<file path="src/rtl/apb_reg_slave.sv">
// APB4 completer with a bank of 32-bit control/status registers.
// Register 0 is a read-only ID word; writes to it error out.
// Optional wait states: define APB_REG_SLAVE_WAIT_EN to insert WAIT_CYCLES
// wait states per access. Left undefined, every transfer is zero-wait.
module apb_reg_slave #(
  parameter int unsigned NUM_REGS    = 16,
  parameter logic [31:0] BASE_ADDR   = 32'h4000_0000,
  parameter int unsigned WAIT_CYCLES = 2,
  parameter logic [31:0] ID_VALUE    = 32'hA5B0_0001,
  localparam int unsigned IDX_W      = $clog2(NUM_REGS)
) (
  input  logic             pclk,
  input  logic             presetn,
  input  logic             s_psel,
  input  logic             s_penable,
  input  logic             s_pwrite,
  input  logic [31:0]      s_paddr,
  input  logic [31:0]      s_pwdata,
  input  logic [3:0]       s_pstrb,
  input  logic [2:0]       s_pprot,
  output logic             s_pready,
  output logic             s_pslverr,
  output logic [31:0]      s_prdata,
  output logic             wr_evt,
  output logic [IDX_W-1:0] wr_idx
);

  typedef enum logic [0:0] {StIdle, StAccess} state_e;

  state_e           r_state;
  logic [31:0]      r_addr;
  logic             r_write;
  logic [31:0]      r_wdata;
  logic [3:0]       r_strb;
  logic             r_wr_evt;
  logic [IDX_W-1:0] r_wr_idx;
  logic [31:0]      r_regs [NUM_REGS];

  logic             w_wait_done;
  logic             w_pready;
  logic             w_in_range;
  logic             w_misalign;
  logic             w_err;
  logic [IDX_W-1:0] w_idx;
  logic             w_complete;
  logic             w_commit;
  logic             w_unused;

`ifdef APB_REG_SLAVE_WAIT_EN
  logic [3:0] r_wcnt;

  // Wait-state counter: loaded at setup, counts down to zero in ACCESS.
  always_ff @(posedge pclk or negedge presetn) begin
    if (!presetn) begin
      r_wcnt <= 4'd0;
    end else if (r_state == StIdle) begin
      if (s_psel && !s_penable) r_wcnt <= 4'(WAIT_CYCLES);
    end else if (r_wcnt != 4'd0) begin
      r_wcnt <= r_wcnt - 4'd1;
    end
  end

  assign w_wait_done = (r_wcnt == 4'd0);
  assign w_unused    = ^s_pprot;
`else
  assign w_wait_done = 1'b1;
  assign w_unused    = ^{s_pprot, 4'(WAIT_CYCLES)};
`endif

  // BASE_ADDR is aligned to the bank size, so range check is an upper-bit match.
  assign w_in_range = (r_addr[31:IDX_W+2] == BASE_ADDR[31:IDX_W+2]);
  assign w_misalign = (r_addr[1:0] != 2'b00);
  assign w_idx      = r_addr[IDX_W+1:2];
  assign w_err      = !w_in_range || w_misalign || (r_write && (w_idx == '0));

  assign w_pready   = (r_state == StAccess) && w_wait_done;
  assign w_complete = (r_state == StAccess) && s_psel && s_penable && w_pready;
  assign w_commit   = w_complete && r_write && !w_err;

  // Response outputs, all gated by pready so they read 0 outside completion.
  always_comb begin
    s_pready  = w_pready;
    s_pslverr = w_pready && w_err;
    s_prdata  = '0;
    if (w_pready && !w_err && !r_write) s_prdata = r_regs[w_idx];
  end

  assign wr_evt = r_wr_evt;
  assign wr_idx = r_wr_idx;

  // Transfer FSM: captures the request at setup and retires it at completion or abort.
  always_ff @(posedge pclk or negedge presetn) begin
    if (!presetn) begin
      r_state  <= StIdle;
      r_addr   <= '0;
      r_write  <= 1'b0;
      r_wdata  <= '0;
      r_strb   <= '0;
      r_wr_evt <= 1'b0;
      r_wr_idx <= '0;
    end else begin
      r_wr_evt <= 1'b0;
      case (r_state)
        StIdle: begin
          // A bare penable without setup is ignored.
          if (s_psel && !s_penable) begin
            r_state <= StAccess;
            r_addr  <= s_paddr;
            r_write <= s_pwrite;
            r_wdata <= s_pwdata;
            r_strb  <= s_pstrb;
          end
        end
        StAccess: begin
          if (!s_psel) begin
            r_state <= StIdle;
          end else if (w_complete) begin
            r_state <= StIdle;
            if (w_commit) begin
              r_wr_evt <= 1'b1;
              r_wr_idx <= w_idx;
            end
          end
        end
        default: r_state <= StIdle;
      endcase
    end
  end

  // Register bank: byte-strobed commit; register 0 is never written.
  always_ff @(posedge pclk or negedge presetn) begin
    if (!presetn) begin
      r_regs[0] <= ID_VALUE;
      for (int i = 1; i < NUM_REGS; i++) r_regs[i] <= '0;
    end else if (w_commit) begin
      for (int i = 1; i < NUM_REGS; i++) begin
        if (w_idx == IDX_W'(i)) begin
          for (int k = 0; k < 4; k++) begin
            if (r_strb[k]) r_regs[i][8*k +: 8] <= r_wdata[8*k +: 8];
          end
        end
      end
    end
  end

endmodule

</file>
<file path="config.mk">
export PLATFORM = sky130hd
export DESIGN_NAME = apb_reg_slave
export DESIGN_NICKNAME = d
export VERILOG_FILES = /design/src/rtl/apb_reg_slave.sv
export SDC_FILE = /design/constraint.sdc
export NUM_CORES = 1
export LEC_CHECK = 0
export CORE_MARGIN = 2
export CORE_UTILIZATION = 52
export CTS_BUF_LIST = sky130_fd_sc_hd__clkbuf_4
export DETAILED_ROUTE_END_ITERATION = 8
export PLACE_DENSITY = 0.7
export SLEW_MARGIN = 20
export SYNTH_ARGS = -nofsm -noshare
export SYNTH_HDL_FRONTEND = slang
export SYNTH_SLANG_ARGS = --single-unit
</file>
<file path="constraint.sdc">
create_clock -name pclk -period 3.33 [get_ports pclk]
set_clock_uncertainty 0.15 [all_clocks]
set_input_delay 0.666 -clock pclk [delete_from_list [all_inputs] [get_ports pclk]]
set_output_delay 0.666 -clock pclk [all_outputs]
set_load 0.02 [all_outputs]
</file>
==> PnR_summary.wiki, run 1 <==
{| class="wikitable"
! Metric !! Value
|-
| Routed length per placed instance || 23.48 um
|-
| Die Span Y || 228.5 um
|-
| Cell area after placement || between 0.02 and 0.03 mm^2
|-
| Sequential share of the synthesized area || 53.00%
|-
| Overall global routing resource usage || roughly a quarter
|-
| X dimension of the die || 228.5 um
|-
| Final setup violation count || 33
|-
| Number of buffers inserted during clock tree synthesis || 147
|-
| Failing checks || negative setup slack
|-
| Number of max-slew violations in the final report || 0
|-
| Worst R2R Start || r_addr[7]
|-
| Overflow left after global routing || 0
|-
| Detail-routed via count per cell || 5.956
|-
| Clock latency of the later-clocked register in the worst-skew pair || 1020 ps
|-
| Post-route DRC || 0
|-
| CP startpoint kind || flip-flop
|-
| Total of max-cap violations || 0
|-
| Power density over the cells || 477.3 mW/mm^2
|-
| Synth Flop Type || sky130_fd_sc_hd__dfrtp_1
|-
| Post-Place Worst Slack || -243.2 ps
|-
| Initial detailed-routing violation count || about 960
|-
| Worst slew slack as a fraction of its limit || between 30% and 40%
|-
| Cells along the critical path || nor4_2, nand4_1, or3_4, buf_12, nor4_4, buf_4, buf_6
|-
| Total instance count after detailed placement || 2446
|-
| Global placement routability congestion || 0.7643
|-
| Complex-gate fraction of the synthesized area || 1.896%
|-
| Total Routed Length || 63990 um
|-
| Effective utilization at floorplan || 52.44%
|-
| Antenna viol nets, final || 0
|-
| Area leader, netlist || sky130_fd_sc_hd__dfrtp_1
|-
| Cell count of the worst reg-to-reg path || 9
|-
| Syn Nets || 1737
|-
| Endpoint of the lowest-slack register-to-register path || r_regs[256]
|-
| CTS max path bufs || 3
|-
| Number of nets in the finished design || 2028
|-
| Share of final-layout standard cells stronger than drive strength 1 || 59.17%
|-
| Aggregate negative setup slack || -16180 ps
|-
| Root Driver || sky130_fd_sc_hd__clkbuf_4
|-
| Worst IR drop on VDD || 0.0003398 V
|-
| Vias in the first global route || 17639
|-
| Dominant combinational cell family by area after synthesis || multiplexers
|-
| Max frequency || 256.9 MHz
|-
| Cell family with the largest share of critical-path delay || simple AND/OR/NAND/NOR gates
|-
| Worst Path Buf+Inv || 3
|-
| Vias || 16230
|-
| Path length in cells of the critical path || 7
|-
| Core region area || roughly 0.05 mm^2
|-
| Number of enable flip-flop cells after synthesis || 0
|-
| Fraction of the mapped netlist area in adder cells || 0%
|-
| Clk slew on worst S/H paths || roughly 60 ps
|-
| YS warnings || 32
|-
| FF+latch count, synth || 555
|-
| First-pass GRT wire length || 101200 um
|-
| 1st-pass router iterations || 7
|-
| Initial antenna violation count || 4
|-
| Layout Utilization || 63.69%
|-
| Clock tree from TritonCTS || built
|-
| Required time worst endpoint || 2510 ps
|-
| Number of cell rows || 82
|-
| Crit share post-route || 116.9%
|-
| Share of async-settable or async-resettable flops after synthesis || 100.0%
|-
| Status || finished, violations left
|-
| Worst setup path endpoint || s_prdata[20]
|-
| Critical Path AT || slightly above 3000 ps
|-
| Number of placed I/O pins || ~120
|-
| Finished Cell Area || 0.03182 mm^2
|-
| Pin count of the biggest net entering global routing || 75
|-
| Type of element capturing the critical path || output pin
|-
| Total die area || 0.05220 mm^2
|-
| Setup repair after global routing missed its margin || true
|-
| Leakage power figure || about 0.014 uW
|-
| Synthesized instance count || about 1700
|-
| Slowest CP cell || sky130_fd_sc_hd__or3_4
|-
| Crit Path Max Fanout || 18
|-
| Number of non-filler instances in the completed layout || roughly 2700
|-
| Internal reg-to-reg setup slack || between 100 and 150 ps
|-
| Synth Cell Area || 0.02620 mm^2
|-
| Post-Synth XOR/XNOR Area || 0%
|-
| Setup CP Type || reg2out
|-
| Clock period minus final worst setup slack || a little under 4000 ps
|-
| Area share of the largest cell type after synthesis || 53.00%
|-
| Synth-to-Final Area Change || 21.45%
|-
| Worst setup path startpoint || r_addr[7]
|-
| Final Hold Fails || 0
|-
| Post-synthesis cell type count || 36
|-
| HPWL Detailed || 38720 um
|-
| Maximum level of the CTS H-tree || 4
|-
| Simple-gate area share of the yosys netlist || between 8 and 9%
|-
| Number of clock sinks seen by CTS || 555
|-
| Pin slew with the least headroom to its limit || 911.4 ps
|-
| Area contributors post-synth || sky130_fd_sc_hd__dfrtp_1 53%, sky130_fd_sc_hd__mux2_2 23%, sky130_fd_sc_hd__mux4_2 8.3%, sky130_fd_sc_hd__nor4_4 5.0%, sky130_fd_sc_hd__mux2_4 2.8%
|-
| Count of buffers inserted at the top-level ports || ~110
|-
| Synthesized area per cell || 15.78 um^2
|-
| Fraction of synthesized area in multiplexers || 34.12%
|-
| Stage delay of the slowest cell on the critical path || 440 ps
|-
| Final critical-path setup slack || -562.2 ps
|-
| Worst Hold Class || in2async
|}
final cells by class:
cell class,count,area (um^2)
Antenna cell,8,20.02
Clock buffer,213,1599
Clock inverter,29,261.5
Fill cell,3675,18140
Inverter,1,3.754
Multi-Input combinational cell,970,12080
Sequential cell,555,13900
Tap cell,672,840.8
Timing Repair Buffer,277,3128
sequential cells by signal, indices dropped and copies added, names as in the netlist:
signal and cells:
r_regs 480, wr_idx 4, r_wdata 32, r_strb 4
r_write 1, wr_evt 1, r_addr 32, s_pready 1
logic make-up after synthesis:
kind of cell / after synthesis
mux: 682
flops: 555
simple gates: 222
buf+inv: 136
compound gates: 66
Yosys cell counts (all sizes together), types with 3 or more instances:
cell,number
o22ai,31
mux2,586
and4b,3
clkbuf,50
nand3,46
nor2,33
dfrtp,555
nor4b,4
a221oi,32
nand4,19
nor2b,4
mux4,96
nor4,99
buf,85
stage by stage:
stage	hold WS, ps	power [uW]
6_report	95.08	15190
5_1_grt	38.47	15940
4_1_cts	10.72	15330
3_5_place_dp	318.7	9134
3_3_place_gp	312.3	9099
2_1_floorplan	220.4	8254
routing by layer:
layer	global-route usage (%)	part of all wire (%)
met1	34.16	44
met2	39.04	48
met3	6.500	5.8
met4	9.845	2.3
met5	0.5515	0.072
worst reg2reg max path, stage by stage (launching register included):
cell	delay [ps]
sky130_fd_sc_hd__dfrtp_1	390
sky130_fd_sc_hd__nor4_2	310
sky130_fd_sc_hd__nand4_1	180
sky130_fd_sc_hd__buf_4	190
sky130_fd_sc_hd__buf_12	120
sky130_fd_sc_hd__buf_4	250
sky130_fd_sc_hd__buf_4	460
sky130_fd_sc_hd__nor4_4	500
sky130_fd_sc_hd__buf_6	200
sky130_fd_sc_hd__mux2_2	340
how the worst min path moves through the flow:
stage	to	slack, ps	cells past startpoint
floorplan	r_addr[0]	220	0
global placement	r_regs[46]	310	1
detailed placement	r_regs[46]	320	1
CTS	r_wdata[10]	10	2
global route	r_addr[9]	40	2
finish	r_regs[356]	100	2
power breakdown:
| part | total, uW | switching [uW] | internal (uW) |
|---|---|---|---|
| logic | 1810 | 1060 | 758 |
| registers | 7310 | 420 | 6890 |
| clock network | 6060 | 2770 | 3300 |
| total | 15200 | 4240 | 10900 |
cells in the final DEF (no fill, tap or decap), drive strengths merged, types with 2 or more instances in the layout:
cell type	instances
mux2	586
dfrtp	555
clkbuf	217
buf	194
nor4	99
mux4	96
clkdlybuf4s50	77
nand3	46
nor2	33
a221oi	32
o22ai	31
nand4	19
clkinv	17
diode	8
bufinv	5
inv	5
nor4b	4
nor2b	4
and4b	3
clkinvlp	3
nand2	2
nand2b	2
and4bb	2
nor4bb	2
and3	2
timing repair:
action	4_1_cts	5_1_grt
hold buffers	1	0
gates cloned	1	5
hold endpoints to repair	296	0
buffers inserted	13	14
endpoints found under the setup margin	33	513
gates resized for setup	243	49
pin swaps	28	20
No activity file was read; power rests on OpenSTA's default activity.
==> run 2: changes to the inputs <==
--- a/config.mk
+++ b/config.mk
@@ -5,7 +5,6 @@
 export SDC_FILE = /design/constraint.sdc
 export NUM_CORES = 1
 export LEC_CHECK = 0
-export CORE_MARGIN = 2
 export CORE_UTILIZATION = 52
 export CTS_BUF_LIST = sky130_fd_sc_hd__clkbuf_4
 export DETAILED_ROUTE_END_ITERATION = 8
==> run 2 against run 1 <==
  * The flow still finishes with violations (negative setup slack)
  * Count of clock-buffer cells in the layout down 4
  * Design area is 0.32% higher
  * Total power up 2.1%
==> PnR_summary.wiki, run 2 (synthesized netlist as in run 1, its figures left out) <==
{| class="wikitable"
! Metric !! Value
|-
| Number of cell rows || 81
|-
| Number of buffers inserted during clock tree synthesis || 146
|-
| Setup repair after global routing missed its margin || true
|-
| Crit share post-route || 121.1%
|-
| Antenna viol nets, final || 0
|-
| CTS max path bufs || 3
|-
| Crit Path Max Fanout || 8
|-
| Count of buffers inserted at the top-level ports || 111
|-
| Global placement routability congestion || 0.7682
|-
| Number of non-filler instances in the completed layout || 2713
|-
| Cell count of the worst reg-to-reg path || 10
|-
| Sequential Area || 0.01390 mm^2
|-
| Final critical-path setup slack || -702.9 ps
|-
| Hold path start || s_pwdata[31]
|-
| Type of element capturing the critical path || output pin
|-
| 1st-pass router iterations || 5
|-
| Effective utilization at floorplan || 53.09%
|-
| Most common cell after layout, fill and taps aside || sky130_fd_sc_hd__dfrtp_1
|-
| Finished Cell Area || 0.03193 mm^2
|-
| Total instance count after detailed placement || 2444
|-
| Status || finished, violations left
|-
| Vias in the first global route || between 15000 and 20000
|-
| CP startpoint kind || flip-flop
|-
| Worst slew slack as a fraction of its limit || roughly two fifths
|-
| Register ranked first by flip-flop count || r_regs
|-
| Largest registers || r_regs x480, r_addr x32, r_wdata x32
|-
| Overall global routing resource usage || a little over a quarter
|-
| Power density over the cells || 485.7 mW/mm^2
|-
| Initial antenna violation count || 2
|-
| Max frequency || roughly 250 MHz
|-
| Worst Hold Class || in2reg
|-
| Post-Place Worst Slack || -330.5 ps
|-
| Synth-to-Final Area Change || 21.84%
|-
| Number of clock sinks seen by CTS || ~560
|-
| HPWL Detailed || 38840 um
|-
| Final worst hold slack || 116.8 ps
|-
| Total of max-cap violations || 0
|-
| Detail-routed via count per cell || between 6 and 7
|-
| Worst R2R Start || r_addr[15]
|-
| Initial detailed-routing violation count || between 1000 and 1500
|-
| Pin count of the biggest net entering global routing || a little under 80
|-
| Pin slew with the least headroom to its limit || around 910 ps
|-
| Total die area || 0.05129 mm^2
|-
| Worst setup path startpoint || r_addr[15]
|-
| Routed length per placed instance || 24.19 um
|-
| Number of max-slew violations in the final report || 0
|-
| Share of final-layout standard cells stronger than drive strength 1 || 59.16%
|-
| Required time worst endpoint || 2510 ps
|-
| Leakage power figure || 0.01448 uW
|-
| Number of fillers in the final layout || 3596
|-
| Maximum level of the CTS H-tree || 4
|-
| Critical Path AT || 3220 ps
|-
| Post-route DRC || 0
|-
| Overflow left after global routing || 0
|-
| First-pass GRT wire length || 100200 um
|-
| Failing checks || negative setup slack
|-
| Final setup violation count || 33
|-
| Number of nets in the finished design || 2031
|-
| Die Span Y || 226.5 um
|-
| Internal reg-to-reg setup slack || 130 ps
|-
| X dimension of the die || 226.5 um
|-
| Setup CP Type || reg2out
|-
| Multi-input logic area || 0.01217 mm^2
|-
| Highest-count cells in the layout ignoring fill and taps || 553 x sky130_fd_sc_hd__dfrtp_1, 528 x sky130_fd_sc_hd__mux2_2, 209 x sky130_fd_sc_hd__clkbuf_4
|-
| Worst IR drop on VDD || 0.0002728 V
|-
| Cell area after placement || 0.02925 mm^2
|-
| Post-route total power || 15510 uW
|-
| Total Routed Length || 65630 um
|-
| Vias || approximately 16000
|-
| Final Hold Fails || 0
|-
| Clock tree from TritonCTS || built
|-
| Largest register FFs || 480
|-
| Clock latency of the later-clocked register in the worst-skew pair || 1010 ps
|-
| Number of placed I/O pins || about 120
|-
| Clk slew on worst S/H paths || 60 ps
|-
| Clock period minus final worst setup slack || 4033 ps
|-
| Worst hold stages || 2
|-
| Core region area || between 0.04 and 0.05 mm^2
|-
| Root Driver || sky130_fd_sc_hd__clkbuf_4
|}
## run 2: cell count changes in the layout (fill, tap and decap cells not counted), moves of 3 or more
cell | previous run | this run
sky130_fd_sc_hd__buf_4 | 108 | 129
sky130_fd_sc_hd__o22ai_1 | 29 | 26
sky130_fd_sc_hd__clkinv_2 | 0 | 3
sky130_fd_sc_hd__diode_2 | 8 | 2
sky130_fd_sc_hd__buf_6 | 34 | 12
sky130_fd_sc_hd__clkinv_1 | 15 | 18
sky130_fd_sc_hd__nor4_2 | 17 | 6
sky130_fd_sc_hd__clkbuf_4 | 213 | 209
sky130_fd_sc_hd__inv_2 | 4 | 1
sky130_fd_sc_hd__nor4_4 | 78 | 87
sky130_fd_sc_hd__bufinv_16 | 5 | 8
sky130_fd_sc_hd__buf_12 | 47 | 53
sky130_fd_sc_hd__o22ai_2 | 2 | 5
## run 2: critical path, stage by stage, from the launching register on
cell	delay (ps)
sky130_fd_sc_hd__dfrtp_1	400
sky130_fd_sc_hd__nor4_4	300
sky130_fd_sc_hd__buf_4	150
sky130_fd_sc_hd__nand4_1	130
sky130_fd_sc_hd__or3_4	480
sky130_fd_sc_hd__clkbuf_16	260
sky130_fd_sc_hd__nor4_4	300
sky130_fd_sc_hd__buf_4	180
## run 2: worst paths after layout
path	end
worst min-delay path	r_wdata[31]
max in group asynchronous	r_regs[310]
min in group asynchronous	r_wdata[4]
worst min register to register	r_regs[45]
worst max-delay path	s_prdata[27]
worst max register to register	r_regs[219]
## run 2: metrics by stage
step,util (%),TNS [ps]
6_report,64.68,-19260
5_1_grt,64.68,-23680
4_1_cts,63.32,-27530
3_5_place_dp,59.26,-7157
3_3_place_gp,59.26,-6675
2_1_floorplan,-,0
## run 2: final cells by class
cell class / count / share of cell area [%]
repair buffers: 281 / 9.763
flip-flops and latches: 555 / 43.53
diodes: 2 / 0.01568
well taps: 664 / 2.602
multi-input cells: 970 / 38.12
inverters: 1 / 0.01176
clock inverters: 31 / 1.046
clock buffers: 209 / 4.915
## run 2: layer usage
metal	global-route usage [%]	wire, um
met3	6.829	4247
met5	0	11
met4	10.51	1885
met2	40.24	31040
met1	35.39	28440
## run 2: power by group
| part | switching (uW) | internal, uW | leakage [uW] | total (uW) |
|---|---|---|---|---|
| combinational | 1110 | 833 | 0.00576 | 1940 |
| clock | 2770 | 3470 | 0.00112 | 6250 |
| sequential | 430 | 6890 | 0.00760 | 7320 |
| total | 4310 | 11200 | 0.0145 | 15500 |
## run 2: what timing repair did
action,in CTS,in global routing
setup endpoints to repair,33,33
pin swaps,0,26
hold endpoints to repair,131,0
gates resized for setup,159,114
hold buffers,1,0
buffers inserted,1,21
gates cloned,1,4
==> run 3: changes to the inputs <==
--- a/config.mk
+++ b/config.mk
@@ -5,6 +5,7 @@
 export SDC_FILE = /design/constraint.sdc
 export NUM_CORES = 1
 export LEC_CHECK = 0
+export CORE_ASPECT_RATIO = 0.6
 export CORE_UTILIZATION = 52
 export CTS_BUF_LIST = sky130_fd_sc_hd__clkbuf_4
 export DETAILED_ROUTE_END_ITERATION = 8
==> run 3 against run 2 <==
  * Sequential power about the same
  * Worst hold slack gained 100 ps
  * Clock power is 9.8% lower
  * Critical path type unchanged
  * The flow still finishes with violations (negative setup slack)
==> PnR_summary.wiki, run 3 (synthesized netlist as in run 1, its figures left out) <==
{| class="wikitable"
! Metric !! Value
|-
| Vias || 16252
|-
| Clock latency of the later-clocked register in the worst-skew pair || 850 ps
|-
| Status || finished, violations left
|-
| Synth-to-Final Area Change || 19.84%
|-
| Worst IR drop on VDD || 0.0002884 V
|-
| Setup repair after global routing missed its margin || true
|-
| Final critical-path setup slack || -438.1 ps
|-
| Vias in the first global route || 17197
|-
| Worst R2R Start || r_addr[12]
|-
| Reported net switching power || 4278 uW
|-
| Power density over the cells || 472.7 mW/mm^2
|-
| First-pass GRT wire length || slightly above 100000 um
|-
| Leakage power figure || around 0.014 uW
|-
| Pin slew with the least headroom to its limit || 856.9 ps
|-
| Failing checks || negative setup slack
|-
| Effective utilization at floorplan || a little over half
|-
| Number of clock sinks seen by CTS || 555
|-
| Number of max-slew violations in the final report || 0
|-
| Setup CP Type || reg2out
|-
| Clock power frac || 38.0%
|-
| CTS max path bufs || 3
|-
| Initial antenna violation count || 2
|-
| Clock tree from TritonCTS || built
|-
| Layout Utilization || 63.33%
|-
| Die Span Y || 175.9 um
|-
| Largest register FFs || 480
|-
| Worst setup path startpoint || r_addr[20]
|-
| Number of cell rows || 63
|-
| Maximum level of the CTS H-tree || 4
|-
| Combinational Power Share || 12.7%
|-
| Number of placed I/O pins || 115
|-
| Number of nets in the finished design || between 2000 and 2500
|-
| Antenna viol nets, final || 0
|-
| Cell area after placement || 0.02909 mm^2
|-
| Max frequency || 265.4 MHz
|-
| Share of final-layout standard cells stronger than drive strength 1 || approximately 60%
|-
| Switching portion of total power || 28.82%
|-
| Post-route DRC || 0
|-
| Final Hold Fails || 0
|-
| Number of buffers inserted during clock tree synthesis || between 100 and 150
|-
| Total Routed Length || about 65000 um
|-
| Finished Cell Area || 0.03140 mm^2
|-
| Root Driver || sky130_fd_sc_hd__clkbuf_4
|-
| Internal power contribution || 10570 uW
|-
| Critical Path AT || 2950 ps
|-
| Worst Hold Class || in2async
|-
| Initial detailed-routing violation count || between 1000 and 1500
|-
| Crit share post-route || 113.2%
|-
| Clk slew on worst S/H paths || 70 ps
|-
| Required time worst endpoint || 2510 ps
|-
| Highest-count cells in the layout ignoring fill and taps || 553 x sky130_fd_sc_hd__dfrtp_1, 528 x sky130_fd_sc_hd__mux2_2, 191 x sky130_fd_sc_hd__clkbuf_4
|-
| Detail-routed via count per cell || 6.071
|-
| 1st-pass router iterations || 8
|-
| Crit Path Max Fanout || 19
|-
| Final setup violation count || 33
|-
| Routed length per placed instance || 24.19 um
|-
| Global placement routability congestion || 0.8065
|-
| Core region area || between 0.04 and 0.05 mm^2
|-
| CP startpoint kind || flip-flop
|-
| Type of element capturing the critical path || output pin
|-
| Register ranked first by flip-flop count || r_regs
|-
| Most common cell after layout, fill and taps aside || sky130_fd_sc_hd__dfrtp_1
|-
| HPWL Detailed || around 40000 um
|-
| Worst slew slack as a fraction of its limit || about 42%
|-
| Pin count of the biggest net entering global routing || 86
|-
| Total of max-cap violations || 0
|-
| Overflow left after global routing || 0
|-
| Count of buffers inserted at the top-level ports || 111
|-
| Total die area || 0.05132 mm^2
|-
| Clock period minus final worst setup slack || between 3000 and 4000 ps
|-
| X dimension of the die || 291.8 um
|-
| Largest registers || r_regs x480, r_addr x32, r_wdata x32
|-
| Overall global routing resource usage || 26.08%
|-
| Sequential power share || 49.3%
|}
## run 3: power by group through the flow
stage	combinational [uW]	clock [uW]	sequential (uW)
after floorplan	1120	0	7140
after global placement	1630	0	7440
after detailed placement	1650	0	7460
after CTS	1810	5800	7310
after global routing	2000	6190	7360
final	1880	5640	7320
## run 3: repair_timing
item | CTS | global route
hold buffers | 1 | 0
resized for setup | 231 | 21
setup buffers | 13 | 11
setup endpoints to repair | 33 | 184
cloned | 2 | 2
pin swaps | 6 | 10
endpoints found under the hold margin | 52 | 0
## run 3: worst max-delay path, cell delays in order (launching register included)
cell	delay, ps
sky130_fd_sc_hd__dfrtp_1	400
sky130_fd_sc_hd__nor4_4	370
sky130_fd_sc_hd__nand4_1	170
sky130_fd_sc_hd__or3_4	420
sky130_fd_sc_hd__buf_12	170
sky130_fd_sc_hd__nor4_2	340
sky130_fd_sc_hd__buf_4	200
## run 3: final timing paths
check | endpoint | cells past startpoint | slack (ps)
worst max-delay path | s_prdata[16] | 6 | -440
worst min-delay path | r_regs[379] | 2 | 220
worst max register to register | r_regs[214] | 9 | 130
worst min register to register | r_regs[65] | 1 | 340
max in group asynchronous | r_regs[25] | 3 | 1820
min in group pclk | r_wdata[12] | 2 | 260
## run 3: layout make-up
class | count | area, um^2
antenna | 1 | 2.502
clock buffer | 191 | 1434
clock inverter | 40 | 257.7
fill | 3574 | 18180
inverter | 1 | 3.754
multi-input combinational | 970 | 12070
sequential | 555 | 13900
tap | 650 | 813.3
timing repair buffer | 269 | 2929
## run 3: per-stage QoR
step                      total power, uW  setup WS [ps]  instances  hold slack [ps]  setup TNS [ps]
after floorplan                      8254          166.5       1661            220.4               0
after global placement               9069         -206.9       2417            312.5           -2796
after detailed placement             9114         -234.4       2417            326.0           -3421
after CTS                           14920         -532.3       2664            182.4          -15570
after global routing                15550         -584.0       2677            188.8          -16890
final                               14840         -438.1       2677            219.0          -12260
## run 3: layer usage
layer	wire length, um	GRT usage, %
met1	30710	39.13
met5	13	0
met2	29340	38.33
met4	1150	7.281
met3	3539	5.618
